$ cat config.mk
export PLATFORM = sky130hd
export DESIGN_NAME = line_rasterizer
export DESIGN_NICKNAME = d
export VERILOG_FILES = /design/src/rtl/gfx_pkg.sv /design/src/rtl/bresenham_step.sv /design/src/rtl/line_rasterizer.sv
export SDC_FILE = /design/constraint.sdc
export NUM_CORES = 1
export LEC_CHECK = 0
export CORE_MARGIN = 8
export CORE_UTILIZATION = 50
export DETAILED_ROUTE_END_ITERATION = 12
export HOLD_SLACK_MARGIN = 0.15
export PLACE_DENSITY_LB_ADDON = 0.05
export SKIP_LAST_GASP = 1
export SLEW_MARGIN = 10
export SYNTH_ARGS = -nofsm -noshare
export SYNTH_HDL_FRONTEND = slang
export SYNTH_SLANG_ARGS = --single-unit
$ cat constraint.sdc
create_clock -name clk50 -period 4.3 [get_ports clk50]
set_input_delay 1.075 -clock clk50 [delete_from_list [all_inputs] [get_ports clk50]]
set_output_delay 1.075 -clock clk50 [all_outputs]
set_load 0.005 [all_outputs]
$ cat src/rtl/gfx_pkg.sv
// Shared graphics types and constants for the line rasterizer and its stepper.
package gfx_pkg;

  localparam int COORD_W = 11;
  localparam int HACTIVE = 640;
  localparam int VACTIVE = 480;
  // Signed working width: two guard bits so that 2*err never overflows.
  localparam int SW      = COORD_W + 2;

  typedef logic [COORD_W-1:0]   coord_t;
  typedef logic [1:0]           color_t;
  typedef logic signed [SW-1:0] scoord_t;

  typedef enum logic [1:0] {
    IDLE   = 2'd0,
    SETUP  = 2'd1,
    DRAW   = 2'd2,
    FINISH = 2'd3
  } state_t;

  // True when the pixel lies inside the visible 640x480 area.
  function automatic logic in_active(input coord_t px, input coord_t py);
    return (px < coord_t'(HACTIVE)) && (py < coord_t'(VACTIVE));
  endfunction

endpackage

$ cat src/rtl/bresenham_step.sv
// One combinational Bresenham step: next error term and next point, plus an
// end-of-line flag. Both axis decisions use the same (old) error value.
module bresenham_step
  import gfx_pkg::*;
(
  input  scoord_t err,
  input  scoord_t dx,
  input  scoord_t dy,
  input  logic    sx_neg,
  input  logic    sy_neg,
  input  coord_t  cur_x,
  input  coord_t  cur_y,
  input  coord_t  end_x,
  input  coord_t  end_y,
  output scoord_t next_err,
  output coord_t  next_x,
  output coord_t  next_y,
  output logic    at_end
);

  scoord_t e2;

  // Evaluate both step conditions against the old error and accumulate.
  always_comb begin
    e2       = err <<< 1;
    next_err = err;
    next_x   = cur_x;
    next_y   = cur_y;
    if (e2 >= dy) begin
      next_err = next_err + dy;
      next_x   = sx_neg ? (cur_x - coord_t'(1)) : (cur_x + coord_t'(1));
    end
    if (e2 <= dx) begin
      next_err = next_err + dx;
      next_y   = sy_neg ? (cur_y - coord_t'(1)) : (cur_y + coord_t'(1));
    end
    at_end = (cur_x == end_x) && (cur_y == end_y);
  end

endmodule

$ cat src/rtl/line_rasterizer.sv
// Line rasterizer: takes one line command and emits one framebuffer write per
// clock along the Bresenham path, clipping writes to the visible area.
//
// Command handshake: start is sampled only while idle (busy=0, done=0 shown
// by dbg_state==IDLE); the accepted command is latched and busy rises in the
// next cycle. start at any other time is ignored. done pulses for one cycle
// after the last pixel, and a new start is accepted from the cycle after it.
module line_rasterizer
  import gfx_pkg::*;
(
  input  logic   clk50,
  input  logic   reset_n,
  input  logic   start,
  input  coord_t x0,
  input  coord_t y0,
  input  coord_t x1,
  input  coord_t y1,
  input  coord_t z_in,
  input  color_t color_in,
  output logic   busy,
  output logic   done,
  output coord_t x,
  output coord_t y,
  output coord_t z,
  output color_t pixel_color,
  output logic   pixel_write,
  output state_t dbg_state
);

  state_t  state_q, state_d;
  coord_t  cmd_x0_q, cmd_x0_d, cmd_y0_q, cmd_y0_d;
  coord_t  cmd_x1_q, cmd_x1_d, cmd_y1_q, cmd_y1_d;
  coord_t  cmd_z_q, cmd_z_d;
  color_t  cmd_color_q, cmd_color_d;
  scoord_t err_q, err_d, dx_q, dx_d, dy_q, dy_d;
  logic    sx_neg_q, sx_neg_d, sy_neg_q, sy_neg_d;
  coord_t  x_q, x_d, y_q, y_d, z_q, z_d;
  color_t  color_q, color_d;
  logic    busy_q, busy_d, done_q, done_d, pw_q, pw_d;

  scoord_t step_err;
  coord_t  step_x, step_y;
  logic    step_at_end;
  coord_t  abs_dx, abs_dy;

  bresenham_step u_step (
    .err      (err_q),
    .dx       (dx_q),
    .dy       (dy_q),
    .sx_neg   (sx_neg_q),
    .sy_neg   (sy_neg_q),
    .cur_x    (x_q),
    .cur_y    (y_q),
    .end_x    (cmd_x1_q),
    .end_y    (cmd_y1_q),
    .next_err (step_err),
    .next_x   (step_x),
    .next_y   (step_y),
    .at_end   (step_at_end)
  );

  // Next-state logic for the command FSM, line setup and pixel outputs.
  always_comb begin
    state_d     = state_q;
    cmd_x0_d    = cmd_x0_q;
    cmd_y0_d    = cmd_y0_q;
    cmd_x1_d    = cmd_x1_q;
    cmd_y1_d    = cmd_y1_q;
    cmd_z_d     = cmd_z_q;
    cmd_color_d = cmd_color_q;
    err_d       = err_q;
    dx_d        = dx_q;
    dy_d        = dy_q;
    sx_neg_d    = sx_neg_q;
    sy_neg_d    = sy_neg_q;
    x_d         = x_q;
    y_d         = y_q;
    z_d         = z_q;
    color_d     = color_q;
    busy_d      = busy_q;
    done_d      = 1'b0;
    pw_d        = 1'b0;

    abs_dx = (cmd_x1_q >= cmd_x0_q) ? (cmd_x1_q - cmd_x0_q) : (cmd_x0_q - cmd_x1_q);
    abs_dy = (cmd_y1_q >= cmd_y0_q) ? (cmd_y1_q - cmd_y0_q) : (cmd_y0_q - cmd_y1_q);

    unique case (state_q)
      IDLE: begin
        busy_d = 1'b0;
        if (start) begin
          cmd_x0_d    = x0;
          cmd_y0_d    = y0;
          cmd_x1_d    = x1;
          cmd_y1_d    = y1;
          cmd_z_d     = z_in;
          cmd_color_d = color_in;
          busy_d      = 1'b1;
          state_d     = SETUP;
        end
      end
      SETUP: begin
        dx_d     = $signed({2'b00, abs_dx});
        dy_d     = -$signed({2'b00, abs_dy});
        err_d    = $signed({2'b00, abs_dx}) - $signed({2'b00, abs_dy});
        sx_neg_d = !(cmd_x0_q < cmd_x1_q);
        sy_neg_d = !(cmd_y0_q < cmd_y1_q);
        x_d      = cmd_x0_q;
        y_d      = cmd_y0_q;
        z_d      = cmd_z_q;
        color_d  = cmd_color_q;
        pw_d     = in_active(cmd_x0_q, cmd_y0_q);
        state_d  = DRAW;
      end
      DRAW: begin
        if (step_at_end) begin
          busy_d  = 1'b0;
          done_d  = 1'b1;
          state_d = FINISH;
        end else begin
          err_d = step_err;
          x_d   = step_x;
          y_d   = step_y;
          pw_d  = in_active(step_x, step_y);
        end
      end
      FINISH: begin
        busy_d  = 1'b0;
        state_d = IDLE;
      end
      default: begin
        busy_d  = 1'b0;
        state_d = IDLE;
      end
    endcase
  end

  // State and output registers with asynchronous active-low reset.
  always_ff @(posedge clk50 or negedge reset_n) begin
    if (!reset_n) begin
      state_q     <= IDLE;
      cmd_x0_q    <= '0;
      cmd_y0_q    <= '0;
      cmd_x1_q    <= '0;
      cmd_y1_q    <= '0;
      cmd_z_q     <= '0;
      cmd_color_q <= '0;
      err_q       <= '0;
      dx_q        <= '0;
      dy_q        <= '0;
      sx_neg_q    <= 1'b0;
      sy_neg_q    <= 1'b0;
      x_q         <= '0;
      y_q         <= '0;
      z_q         <= '0;
      color_q     <= '0;
      busy_q      <= 1'b0;
      done_q      <= 1'b0;
      pw_q        <= 1'b0;
    end else begin
      state_q     <= state_d;
      cmd_x0_q    <= cmd_x0_d;
      cmd_y0_q    <= cmd_y0_d;
      cmd_x1_q    <= cmd_x1_d;
      cmd_y1_q    <= cmd_y1_d;
      cmd_z_q     <= cmd_z_d;
      cmd_color_q <= cmd_color_d;
      err_q       <= err_d;
      dx_q        <= dx_d;
      dy_q        <= dy_d;
      sx_neg_q    <= sx_neg_d;
      sy_neg_q    <= sy_neg_d;
      x_q         <= x_d;
      y_q         <= y_d;
      z_q         <= z_d;
      color_q     <= color_d;
      busy_q      <= busy_d;
      done_q      <= done_d;
      pw_q        <= pw_d;
    end
  end

  assign busy        = busy_q;
  assign done        = done_q;
  assign x           = x_q;
  assign y           = y_q;
  assign z           = z_q;
  assign pixel_color = color_q;
  assign pixel_write = pw_q;
  assign dbg_state   = state_q;

endmodule
==> results.cfg <==
[grt]
antenna_found_initial = 0
grt_pass1_vias = 9410
grt_overflow = 0
track_usage = 0.235
grt_first_pass_wirelength_um = 50200
grt_start_max_net_pins = 82

[timing]
fin_crit_sh = 0.955
fin_crit_ns = 4.11
rsz0062_at_grt = yes
drv_slew = 0
fmax_mhz = 244
hold_violations = 0
setup_slack_ns = 0.194
setup_violations = 0
finalClockSkew_ns = 0.0260
tightest_slew_ns = 0.826
slew_headroom = 0.442

[clocking]
clkSlewWorstSetupHoldPaths_ns = 0.07
htreeDepth = 4
cts_tree = built
cts-hold-fix-buffers = 0
cts_root_buf = clkbuf_16
numCtsBuffers = 17
cts_sinks = 135
cts_buffer_depth = 2
clkLatencyLatePin_ns = 0.44

[layout]
fillers = 1916
area_delta_synth_final_pct = 23.2
seq_area_sq_mm = 0.00338
antenna_cells = 0
drive_gt1_frac = 0.187
multi_input_area_sq_mm = 0.00724
nets = 1530

[floorplan]
io_pins = 100
die_y_um = 165
initial_core_util = 0.508
row_count = 54
die_x_um = 165
die-area_sq_mm = 0.0271
core-area_sq_mm = 0.0218

[run]
cap_violations = 0

[drt]
routedWlPerCell_um = 19.3
routed-via-count = 9390
ant_nets = 0
viasPerCell = 5.76
first_iter_violations = 600
drtPass1Iterations = 5
drc_errors = 0
routed_wl_um = 31500

[yosys]
ys.flop_type = dfrtp_1
netlist_area_sq_mm = 0.0110
syn_nets = 1376
syn_area_per_cell_sq_um = 9.33
yosysUniqueCellTypes = 78
synth_edf_count = 0
syn_inst = 1184
async_flop_share = 1.00
yosys_warnings = 0
yosysSeqAreaShare = 0.306
synth-seq-cells = 135

[critical_path]
crit_path_start_kind = register
cp.arrival_ns = 4.47
cp.required_ns = 4.66
critical_path.max_fanout = 4
end_kind = register
crit_type = reg2reg

[placed_design]
place_congestion = 0.914
pre_cts_ws_ns = 0.0428
hpwl_um = 24500
io_buffers = 99

[run_status]
status = finished clean

[worst_hold_path]
min_path_type = reg2reg
state kept, by name (all words and copies together) (netlist names):
name	count
dx_q	11
cmd_y0_q	11
cmd_color_q	2
cmd_z_q	11
z	11
pixel_color	2
cmd_y1_q	11
dbg_state	2
sx_neg_q	1
cmd_x0_q	11
dy_q	13
busy	1
sy_neg_q	1
y	11
cmd_x1_q	11
pixel_write	1
x	11
done	1
err_q	12
routing by layer:
layer,share of wire,global-route usage,routed length (um),vias up
met5,0,0,0,-
met2,0.46,0.374,14500,232
li1,-,-,-,4573
met4,0.011,0.0471,354,0
met1,0.47,0.319,14800,4557
met3,0.057,0.0578,1810,28
Yosys cell counts, drive strengths merged (10+ instances only):
master / instances / area (sq um)
nand4: 15 / 100
or3: 13 / 81.3
xnor2: 58 / 516
o22ai: 15 / 93.8
xor2: 21 / 184
nor3: 24 / 125
o21a: 11 / 82.6
clkbuf: 30 / 114
a31oi: 10 / 62.6
mux2: 92 / 1040
nand2: 71 / 269
a21o: 35 / 263
mux2i: 19 / 190
a211oi: 16 / 125
nor2b: 21 / 131
o21ai: 78 / 390
o31ai: 12 / 95.1
buf: 12 / 70.1
a21oi: 67 / 335
inv: 101 / 379
ha: 123 / 1540
dfrtp: 135 / 3380
nor2: 60 / 235
nand3: 20 / 100
critical path, cell delays in order (launching register included):
cell and delay (ns):
dfrtp_1 0.45, inv_1 0.08, ha_1 0.16, inv_1 0.06, fa_1 0.42, a21o_1 0.20, a221oi_1 0.55, nor2b_1 0.10
o22ai_1 0.15, nand2_1 0.23, ha_1 0.30, or3_1 0.38, o21ai_0 0.08, a21oi_1 0.10, nand4_1 0.13, nand3_1 0.10
o41ai_1 0.35, o22a_1 0.17
what timing repair did:
item / in CTS / in global routing
pin swaps: 0 / 13
resized for setup: 1 / 34
setup buffers: 0 / 4
endpoints found under the setup margin: 1 / 5
cell usage in the layout, fill, tap and decap left out, types with 9 or more instances in the layout:
cell             Yosys  routed
a21oi_1             67      64
nand3_1             20      20
or3_1               13      13
clkbuf_16            0      17
ha_1               123     119
nor2_1              58      57
nand4_1             14      14
nand2_1             70      69
o21ai_0             75      70
a211oi_1            15      11
buf_4                0      74
o21a_1              11      11
xnor2_1             57      57
xor2_1              21      21
nor2b_1             21      21
nor3_1              23      23
dfrtp_1            135     135
clkdlybuf4s50_1      0      98
mux2_2              91      90
a21o_1              35      35
inv_1              101     100
o22ai_1             15      14
mux2i_1             19      19
fa_1                 9       9
nand2b_1             9       9
final cells by class:
| type | count | share of cell area |
|---|---|---|
| timing repair buffer | 177 | 0.119 |
| tap | 280 | 0.0258 |
| multi-input combinational | 905 | 0.532 |
| inverter | 102 | 0.0281 |
| sequential | 135 | 0.248 |
| clock buffer | 17 | 0.0313 |
| clock inverter | 15 | 0.0150 |
metrics by stage:
stage	hold slack [ns]	TNS [ns]	utilization	std cells	area, sq um
2_1_floorplan	0.474	0	-	1184	11000
3_3_place_gp	0.482	0	0.588	1595	12800
3_5_place_dp	0.487	0	0.588	1595	12800
4_1_cts	0.505	0	0.617	1627	13400
5_1_grt	0.516	-0.0346	0.625	1631	13600
6_report	0.500	0	0.625	1631	13600
kinds of logic after synthesis:
kind of cell    after synthesis  share of synthesized area
mux                         111                      0.111
flops                       135                      0.306
xor+xnor                     79                     0.0633
buf+inv                     144                     0.0513
compound gates              313                      0.188
simple gates                270                      0.124
fa+ha+maj                   132                      0.156
worst paths after layout:
check / cells after the start / from / slack, ns / to
max: 17 / cmd_y1_q[0]$_DFFE_PN0P_ / 0.19 / err_q[11]$_DFFE_PN0P_
min: 1 / cmd_z_q[9]$_DFFE_PN0P_ / 0.50 / z[9]$_DFFE_PN0P_
max reg2reg: 17 / cmd_y1_q[0]$_DFFE_PN0P_ / 0.19 / err_q[11]$_DFFE_PN0P_
min reg2reg: 1 / cmd_z_q[9]$_DFFE_PN0P_ / 0.50 / z[9]$_DFFE_PN0P_
max in group asynchronous: 2 / reset_n / 2.82 / cmd_y1_q[7]$_DFFE_PN0P_
min in group asynchronous: 1 / reset_n / 0.68 / dy_q[1]$_DFFE_PN0P_
Power is left out: the tool's default activity adds up to more than one toggle a clock period on the data nets, which glitch-free logic cannot reach.
